$ cat config.mk
export PLATFORM = sky130hd
export DESIGN_NAME = demux_8_32bit_regbank
export DESIGN_NICKNAME = d
export VERILOG_FILES = /design/src/rtl/demux_8_32bit_regbank.sv
export SDC_FILE = /design/constraint.sdc
export NUM_CORES = 1
export LEC_CHECK = 0
export CORE_ASPECT_RATIO = 1.25
export CORE_MARGIN = 1
export CORE_UTILIZATION = 50
export CTS_CLUSTER_SIZE = 40
export DETAILED_ROUTE_END_ITERATION = 8
export GPL_TIMING_DRIVEN = 0
export PLACE_DENSITY = 0.95
export SLEW_MARGIN = 40
export SYNTH_ARGS = -nofsm -noshare
export SYNTH_HDL_FRONTEND = slang
export SYNTH_SLANG_ARGS = --single-unit
$ cat constraint.sdc
create_clock -name clk -period 14.6 [get_ports clk]
set_input_delay 3.65 -clock clk [delete_from_list [all_inputs] [get_ports clk]]
set_output_delay 3.65 -clock clk [all_outputs]
set_load 0.1 [all_outputs]
$ cat src/rtl/demux_8_32bit_regbank.sv
// 1-to-8 write demultiplexer with storage: decodes wa into eight WIDTH-bit
// registers and tracks per-entry valid bits plus an accepted-write counter.

module demux_8_32bit_regbank_entry #(
   parameter int WIDTH = 32
) (
   input  logic             clk,
   input  logic             reset,
   input  logic             load,
   input  logic [WIDTH-1:0] wd,
   output logic [WIDTH-1:0] q
);
   logic [WIDTH-1:0] d;

   // hold-vs-load 2:1 mux in front of the flops
   assign d = load ? wd : q;

   always_ff @(posedge clk or posedge reset) begin
      if (reset) q <= '0;
      else       q <= d;
   end
endmodule

module demux_8_32bit_regbank_inc8 (
   input  logic [7:0] a,
   output logic [7:0] y
);
   logic [7:0] c;

   assign c[0] = 1'b1;
   for (genvar i = 0; i < 8; i++) begin : g_bit
      assign y[i] = a[i] ^ c[i];
      if (i < 7) begin : g_carry
         assign c[i+1] = a[i] & c[i];
      end
   end
endmodule

module demux_8_32bit_regbank #(
   parameter int WIDTH    = 32,
   parameter int ZERO_REG = 1
) (
   input  logic             clk,
   input  logic             reset,
   input  logic             we,
   input  logic [2:0]       wa,
   input  logic [WIDTH-1:0] wd,
   input  logic             clr,
   output logic [WIDTH-1:0] q0,
   output logic [WIDTH-1:0] q1,
   output logic [WIDTH-1:0] q2,
   output logic [WIDTH-1:0] q3,
   output logic [WIDTH-1:0] q4,
   output logic [WIDTH-1:0] q5,
   output logic [WIDTH-1:0] q6,
   output logic [WIDTH-1:0] q7,
   output logic [7:0]       vld,
   output logic [7:0]       wr_cnt,
   output logic             wr_hit
);
   localparam logic ZR = (ZERO_REG != 0);

   logic [2:0]            wa_n;
   logic [7:0]            sel;
   logic [7:0]            load;
   logic                  accept;
   logic [7:0][WIDTH-1:0] q_arr;
   logic [7:0]            vld_d;
   logic [7:0]            cnt_base;
   logic [7:0]            cnt_inc;
   logic [7:0]            cnt_d;

   assign wa_n = ~wa;

   // AND/NOT decoder: each term picks wa or ~wa per address bit
   for (genvar i = 0; i < 8; i++) begin : g_dec
      localparam logic [2:0] IDX = 3'(i);
      assign sel[i] = (IDX[2] ? wa[2] : wa_n[2]) &
                      (IDX[1] ? wa[1] : wa_n[1]) &
                      (IDX[0] ? wa[0] : wa_n[0]);
      if (i == 0) begin : g_ld0
         assign load[i] = we & sel[i] & ~ZR;
      end else begin : g_ldn
         assign load[i] = we & sel[i];
      end
   end

   assign accept = |load;

   for (genvar i = 0; i < 8; i++) begin : g_ent
      if (i == 0 && ZERO_REG != 0) begin : g_zero
         assign q_arr[i] = '0;
      end else begin : g_reg
         demux_8_32bit_regbank_entry #(.WIDTH(WIDTH)) u_ent (
            .clk   (clk),
            .reset (reset),
            .load  (load[i]),
            .wd    (wd),
            .q     (q_arr[i])
         );
      end
   end

   assign q0 = q_arr[0];
   assign q1 = q_arr[1];
   assign q2 = q_arr[2];
   assign q3 = q_arr[3];
   assign q4 = q_arr[4];
   assign q5 = q_arr[5];
   assign q6 = q_arr[6];
   assign q7 = q_arr[7];

   // clr wipes history first, so a colliding write leaves only its own bit / a count of 1
   assign vld_d    = (vld & {8{~clr}}) | load;
   assign cnt_base = wr_cnt & {8{~clr}};

   demux_8_32bit_regbank_inc8 u_inc (
      .a (cnt_base),
      .y (cnt_inc)
   );

   assign cnt_d = accept ? cnt_inc : cnt_base;

   always_ff @(posedge clk or posedge reset) begin
      if (reset) begin
         vld    <= 8'h00;
         wr_cnt <= 8'h00;
         wr_hit <= 1'b0;
      end else begin
         vld    <= vld_d;
         wr_cnt <= cnt_d;
         wr_hit <= accept;
      end
   end
endmodule

==> reports/metrics.csv, run 1 <==
stage,metric,value,unit
outcome,outcome,finished clean,
cts,clock net sink count,241,
cts,post-cts resize count,0,
route,DRC,0,
worst_hold_path,Worst Hold End,vld[2]$_DFF_PP0_,
route,vias per cell,4.97,
power,LEAKAGE,6.42,nW
logic_synthesis,"FF+latch count, synth",241,
cts,count of hold buffers inserted by post-cts repair,0,
setup_path,critical path capture point type,flop,
cells_and_area,Antenna Cells,0,
global_routing,global route hottest layer,met2,
timing,Worst-Margin Slew,0.529,ns
logic_synthesis,Synth Area per Inst,17.2,sq um
logic_synthesis,"area leader, netlist",dfrtp_1,
logic_synthesis,cell count after synthesis,573,
worst_hold_path,WHS Path Cells,1,
power,total power,3.00,mW
cts,root buf cell,clkbuf_16,
global_routing,vias in the first global route,6288,
global_routing,met3 Use GR,4.91,%
cells_and_area,"commonest cells after routing, fill and taps aside","buf_2 (253), dfrtp_1 (241), mux2_2 (140)",
cells_and_area,"commonest non-fill, non-tap cell in the layout",buf_2,
floorplanning,I/O Pins,312,
timing,"Hold Vio Cnt, Final",0,
setup_path,Startpoint Class,primary input,
logic_synthesis,synthesized area,0.00988,sq mm
power,Peak VDD IR,0.164,mV
timing,Worst Clk Skew,0.00102,ns
logic_synthesis,number of flops mapped to enable cells by yosys,0,
logic_synthesis,number of distinct library cells after synthesis,21,
floorplanning,Die H,159,um
logic_synthesis,Synth warnings,0,
global_routing,met1 Use GR,28.9,%
global_routing,GRT overflow,0,
route,DRT Pass-1 Iters,4,
setup_path,reg2reg start,wr_cnt[0]$_DFF_PP0_,
route,wire per inst,20.0,um
setup_path,worst r2r path cells,8,
timing,final count of negative-setup-slack endpoints,0,
global_routing,initial antenna violation count,0,
setup_path,"Arr. time, crit path",6.23,ns
floorplanning,Core Box Area,0.0194,sq mm
run,max cap viols,0,
placed_design,HPWL after detailed placement,16.5,mm
worst_hold_path,Worst Hold Launch,vld[2]$_DFF_PP0_,
timing,post-route setup TNS,0,ns
logic_synthesis,largest cells by area after synthesis,"dfrtp_1 (61%), mux2_2 (16%), mux2_4 (13%)",
route,1st-iter DRT viols,232,
logic_synthesis,asr flop ratio synth,100,%
cells_and_area,area grow syn2layout,29.5,%
floorplanning,Initial Util,50.9,%
global_routing,first-pass GRT wire length,37.2,mm
floorplanning,# rows,57,
logic_synthesis,leading register cell type out of synthesis,dfrtp_1,
placed_design,routability cong.,0.741,
setup_path,CP Max Fanout,10,
cts,H-tree levels,1,
route,Routed Antenna Nets,0,
cells_and_area,fraction of layout cells with a size suffix above 1,62.3,%
setup_path,"setup slack, reg-to-reg",12.52,ns
cts,total CTS buffers,24,
power,pwr dens,235,mW/mm^2
cts,clock slew at reported path FFs,0.06,ns
timing,Slew Limit Fails,0,
cts,CTS max path bufs,3,
global_routing,M2 GR Usage,41.8,%
setup_path,R2R Path End,wr_cnt[6]$_DFF_PP0_,
worst_hold_path,Hold Path Class,flop to flop,
global_routing,largest net degree at the start of global routing,83,
placed_design,Port-buffer cells,275,
timing,Fmax,171,MHz
route,drt total wl,23.7,mm
cts,postcts setup bufs,0,
route,Vias,5909,
floorplanning,area of the die,0.0203,sq mm
timing,RSZ-0062 raised after global routing,no,
setup_path,critical path type,primary input to flop,
cts,TritonCTS clock tree,done,
timing,Final min period,5.85,ns
logic_synthesis,Synth top area share,61.1,%
timing,Slew HR,65.0,%
logic_synthesis,post-synthesis sequential area ratio,61.1,%
setup_path,Worst Path Required,14.99,ns
global_routing,Total GRT Usage,23.9,%
floorplanning,Chip Width,128,um
cts,Clock Latency Late Sink,0.50,ns
timing,ratio of final minimum period to clock period,40.0,%
cells_and_area,# nets final,953,
[synth_stat cells (4+ instances only)]
cell / instances
inv_1: 7
buf_2: 12
mux2_4: 87
nor2b_1: 9
mux2_2: 140
ha_1: 6
dfrtp_1: 241
o21ai_0: 4
buf_12: 9
buf_6: 5
buf_4: 34
[power breakdown]
part / switching [mW] / internal [mW]
Combinational: 1.24 / 0.246
Clock: 0.246 / 0.389
Sequential: 0.0741 / 0.807
[routing by layer]
layer | routed length, um | vias to the layer above
li1 | - | 2615
met1 | 9300 | 3010
met2 | 12100 | 236
met3 | 1560 | 48
met4 | 782 | 0
met5 | 0 | -
[sequential cells by signal, summed over array words and instances (netlist names)]
name / count
wr_hit: 1
vld: 8
g_ent.g_reg.u_ent.q: 224
wr_cnt: 8
[logic make-up (layout without fill, tap and decap cells)]
family | Yosys count | after routing | share of synthesized area, %
AO/OA/AOI/OAI | 9 | 9 | 0.735
XOR/XNOR | 2 | 2 | 0.177
adder cells (fa/ha/maj) | 6 | 6 | 0.760
buffers and inverters | 68 | 388 | 5.89
flip-flops | 241 | 241 | 61.1
multiplexers | 230 | 230 | 29.5
other | 1 | 32 | 0.0380
AND/OR/NAND/NOR | 16 | 16 | 1.80
[area by class of cell]
type / instances / area (sq um)
inverter: 7 / 33.8
clock buffer: 33 / 706
tap: 265 / 332
multi-input combinational: 295 / 3380
timing repair buffer: 278 / 1630
clock inverter: 9 / 120
sequential: 241 / 6030
fill: 1403 / 6610
buffer: 61 / 556
[worst max path at each step]
stage	from	endpoint	slack, ns
floorplan	reset	g_ent[1].g_reg.u_ent.q[0]$_DFFE_PP0P_	4.33
global placement	reset	g_ent[5].g_reg.u_ent.q[31]$_DFFE_PP0P_	1.54
detailed placement	clr	wr_cnt[6]$_DFF_PP0_	8.22
CTS	clr	wr_cnt[6]$_DFF_PP0_	8.74
global route	clr	wr_cnt[6]$_DFF_PP0_	8.62
finish	clr	wr_cnt[6]$_DFF_PP0_	8.75
[per-stage QoR]
stage / std cells / setup slack [ns] / hold slack [ns] / utilization [%] / area [sq um]
finish: 1189 / 8.75 / 0.476 / 65.9 / 12800
global route: 1189 / 8.62 / 0.499 / 65.9 / 12800
CTS: 1189 / 8.74 / 0.481 / 65.9 / 12800
detailed placement: 1147 / 8.22 / 0.468 / 61.7 / 12000
global placement: 1144 / 1.54 / 0.465 / 67.4 / 13100
floorplan: 604 / 4.33 / 0.963 / - / 9990
[worst max-delay path, cell delays in order]
cell and delay, ns:
clkdlybuf4s50_1 0.56, clkbuf_1 0.42, nor2b_1 0.15, ha_1 0.21, ha_1 0.18, ha_1 0.18
ha_1 0.18, ha_1 0.17, ha_1 0.26, mux2_2 0.25
(Power assumes the default switching activity.)
==> run 2: changes to the inputs <==
Settings changed: CORE_UTILIZATION 50 to 47, PLACE_DENSITY 0.95 to 0.92.
Clock period 14.6 ns to 5.7 ns, I/O delays scaled along.
==> run 2 against run 1 <==
  * Final cell count up 1.2%
  * Count of clock-buffer cells in the layout rose by 6
  * Design area is 1.0% higher
  * Clock power grew 140%
  * Power grew to 2.5 times the previous value
  * Critical path type unchanged
  * Critical endpoint unchanged
  * Largest cell class unchanged
==> reports/metrics.csv, run 2 (same netlist as run 1, synthesis figures left out) <==
stage,metric,value,unit,change
floorplanning,Die H,164,um,+3.1%
global_routing,first-pass GRT wire length,36.2,mm,-2.6%
setup_path,worst r2r path cells,8,,unchanged
placed_design,routability cong.,0.737,,-0.57%
setup_path,R2R Path End,wr_cnt[6]$_DFF_PP0_,,
timing,RSZ-0062 raised after global routing,no,,
route,wl on met1,9.43,mm,+1.4%
floorplanning,Core Box Area,0.0204,sq mm,+5.1%
cts,TritonCTS clock tree,done,,
cts,post-cts resize count,0,,unchanged
route,DRC,0,,unchanged
timing,Worst-Margin Slew,0.525,ns,-0.00360 ns
global_routing,initial antenna violation count,0,,unchanged
route,1st-iter DRT viols,157,,-32%
cells_and_area,"commonest cells after routing, fill and taps aside","buf_2 (253), dfrtp_1 (241), mux2_2 (140)",,
route,vias per cell,4.88,,-1.8%
worst_hold_path,Worst Hold Launch,vld[4]$_DFF_PP0_,,
cells_and_area,Top Registers,"g_ent.g_reg.u_ent.q x224, vld x8, wr_cnt x8",,
cts,Clock Latency Late Sink,0.50,ns,about the same
cts,H-tree levels,1,,unchanged
cts,postcts setup bufs,0,,unchanged
cells_and_area,Biggest register,g_ent.g_reg.u_ent.q,,
floorplanning,I/O Pins,312,,unchanged
cts,count of hold buffers inserted by post-cts repair,0,,unchanged
route,max layer used,met4,,
global_routing,Total GRT Usage,21.8,%,-2.1 points
cts,total CTS buffers,24,,unchanged
timing,Slew HR,65.2,%,+0.24 points
worst_hold_path,Hold Path Class,flop to flop,,
cts,CTS max path bufs,3,,unchanged
power,LEAKAGE,6.46,nW,+0.76%
cts,clock net sink count,241,,unchanged
global_routing,vias in the first global route,6199,,-1.4%
timing,Worst Clk Skew,0.00134,ns,+0.000311 ns
floorplanning,area of the die,0.0216,sq mm,+6.3%
route,DRT Pass-1 Iters,4,,unchanged
power,pwr dens,585,mW/mm^2,+150%
setup_path,CP Max Fanout,10,,unchanged
power,Peak VDD IR,0.427,mV,+160%
cells_and_area,max FFs per register,224,,unchanged
route,wire per inst,19.3,um,-3.4%
setup_path,critical path type,primary input to flop,,
timing,ratio of final minimum period to clock period,62.5,%,
run,max cap viols,0,,unchanged
global_routing,GRT overflow,0,,unchanged
route,met3 wire length,1.47,mm,-5.5%
placed_design,Port-buffer cells,275,,unchanged
setup_path,Worst Path Required,6.09,ns,-8.90 ns
route,WL met2,11.7,mm,-3.5%
setup_path,reg2reg start,wr_cnt[0]$_DFF_PP0_,,
setup_path,"Arr. time, crit path",3.95,ns,-2.28 ns
setup_path,critical path capture point type,flop,,
timing,Final min period,3.56,ns,
timing,post-route setup TNS,0,ns,unchanged
setup_path,"setup slack, reg-to-reg",3.60,ns,-8.92 ns
timing,Fmax,281,MHz,
cells_and_area,fraction of layout cells with a size suffix above 1,62.2,%,-0.17 points
placed_design,HPWL after detailed placement,16.7,mm,+1.1%
cells_and_area,# nets final,961,,+0.84%
worst_hold_path,Worst Hold End,vld[4]$_DFF_PP0_,,
timing,final count of negative-setup-slack endpoints,0,,unchanged
cts,root buf cell,clkbuf_16,,
global_routing,largest net degree at the start of global routing,28,,-66%
cts,clock slew at reported path FFs,0.06,ns,about the same
outcome,outcome,finished clean,,
route,drt total wl,23.2,mm,-2.3%
route,Vias,5871,,-0.64%
cells_and_area,Antenna Cells,0,,unchanged
cells_and_area,area grow syn2layout,30.8,%,
floorplanning,Chip Width,132,um,+3.1%
setup_path,Startpoint Class,primary input,,
route,Routed Antenna Nets,0,,unchanged
timing,Slew Limit Fails,0,,unchanged
timing,WHS,0.487,ns,+0.0112 ns
timing,"Hold Vio Cnt, Final",0,,unchanged
cells_and_area,"commonest non-fill, non-tap cell in the layout",buf_2,,
worst_hold_path,WHS Path Cells,1,,unchanged
floorplanning,# rows,58,,+1.8%
floorplanning,Initial Util,48.4,%,-2.5 points
## run 2: cell types whose count changed in the layout (fill, tap and decap cells not counted)
cell,previous run,this run
buf_12,9,12
buf_16,3,8
bufinv_16,3,0
clkbuf_1,4,9
clkbuf_8,5,6
clkinv_2,6,4
clkinvlp_4,0,1
inv_8,1,0
## run 2: through the flow
step	setup WS [ns]	utilization, %	total power [mW]	area [sq um]	instances
after global routing	1.97	63.4	7.79	12900	1203
after CTS	2.11	63.4	7.61	12900	1203
after global placement	-0.547	64.2	6.38	13100	1149
after floorplan	1.11	-	5.47	10000	604
after detailed placement	1.57	59.6	6.09	12200	1160
final	2.14	63.4	7.56	12900	1203
## run 2: worst max path at each step
stage                                                   to  slack, ns  startpoint
floorplan            g_ent[1].g_reg.u_ent.q[0]$_DFFE_PP0P_       1.11       reset
global placement    g_ent[2].g_reg.u_ent.q[27]$_DFFE_PP0P_      -0.55       reset
detailed placement                     wr_cnt[6]$_DFF_PP0_       1.57         clr
CTS                                    wr_cnt[6]$_DFF_PP0_       2.11         clr
global route                           wr_cnt[6]$_DFF_PP0_       1.97         clr
finish                                 wr_cnt[6]$_DFF_PP0_       2.14         clr
## run 2: routing by layer
| layer | track usage [%] | up-vias |
|---|---|---|
| li1 | - | 2635 |
| met1 | 27.1 | 2961 |
| met2 | 37.6 | 229 |
| met3 | 4.75 | 46 |
| met4 | 7.45 | 0 |
| met5 | 0 | - |
## run 2: power breakdown
part | internal [mW] | switching (mW) | total (mW) | leakage, nW
clock | 0.881 | 0.623 | 1.50 | 0.376
combinational | 0.644 | 3.16 | 3.80 | 3.17
sequential | 2.07 | 0.190 | 2.26 | 2.92
## run 2: worst max-delay path, cell delays in order
cell and delay [ns]:
clkdlybuf4s50_1 0.56, clkbuf_1 0.38, nor2b_1 0.14, ha_1 0.21
ha_1 0.18, ha_1 0.18, ha_1 0.18, ha_1 0.18
ha_1 0.26, mux2_2 0.26
## run 2: layout make-up
type / count / area (sq um)
clock inverter: 4 / 20.0
fill: 1500 / 7470
sequential: 241 / 6030
timing repair buffer: 286 / 1830
clock buffer: 39 / 738
multi-input combinational: 295 / 3380
inverter: 7 / 30.0
buffer: 61 / 556
tap: 270 / 338
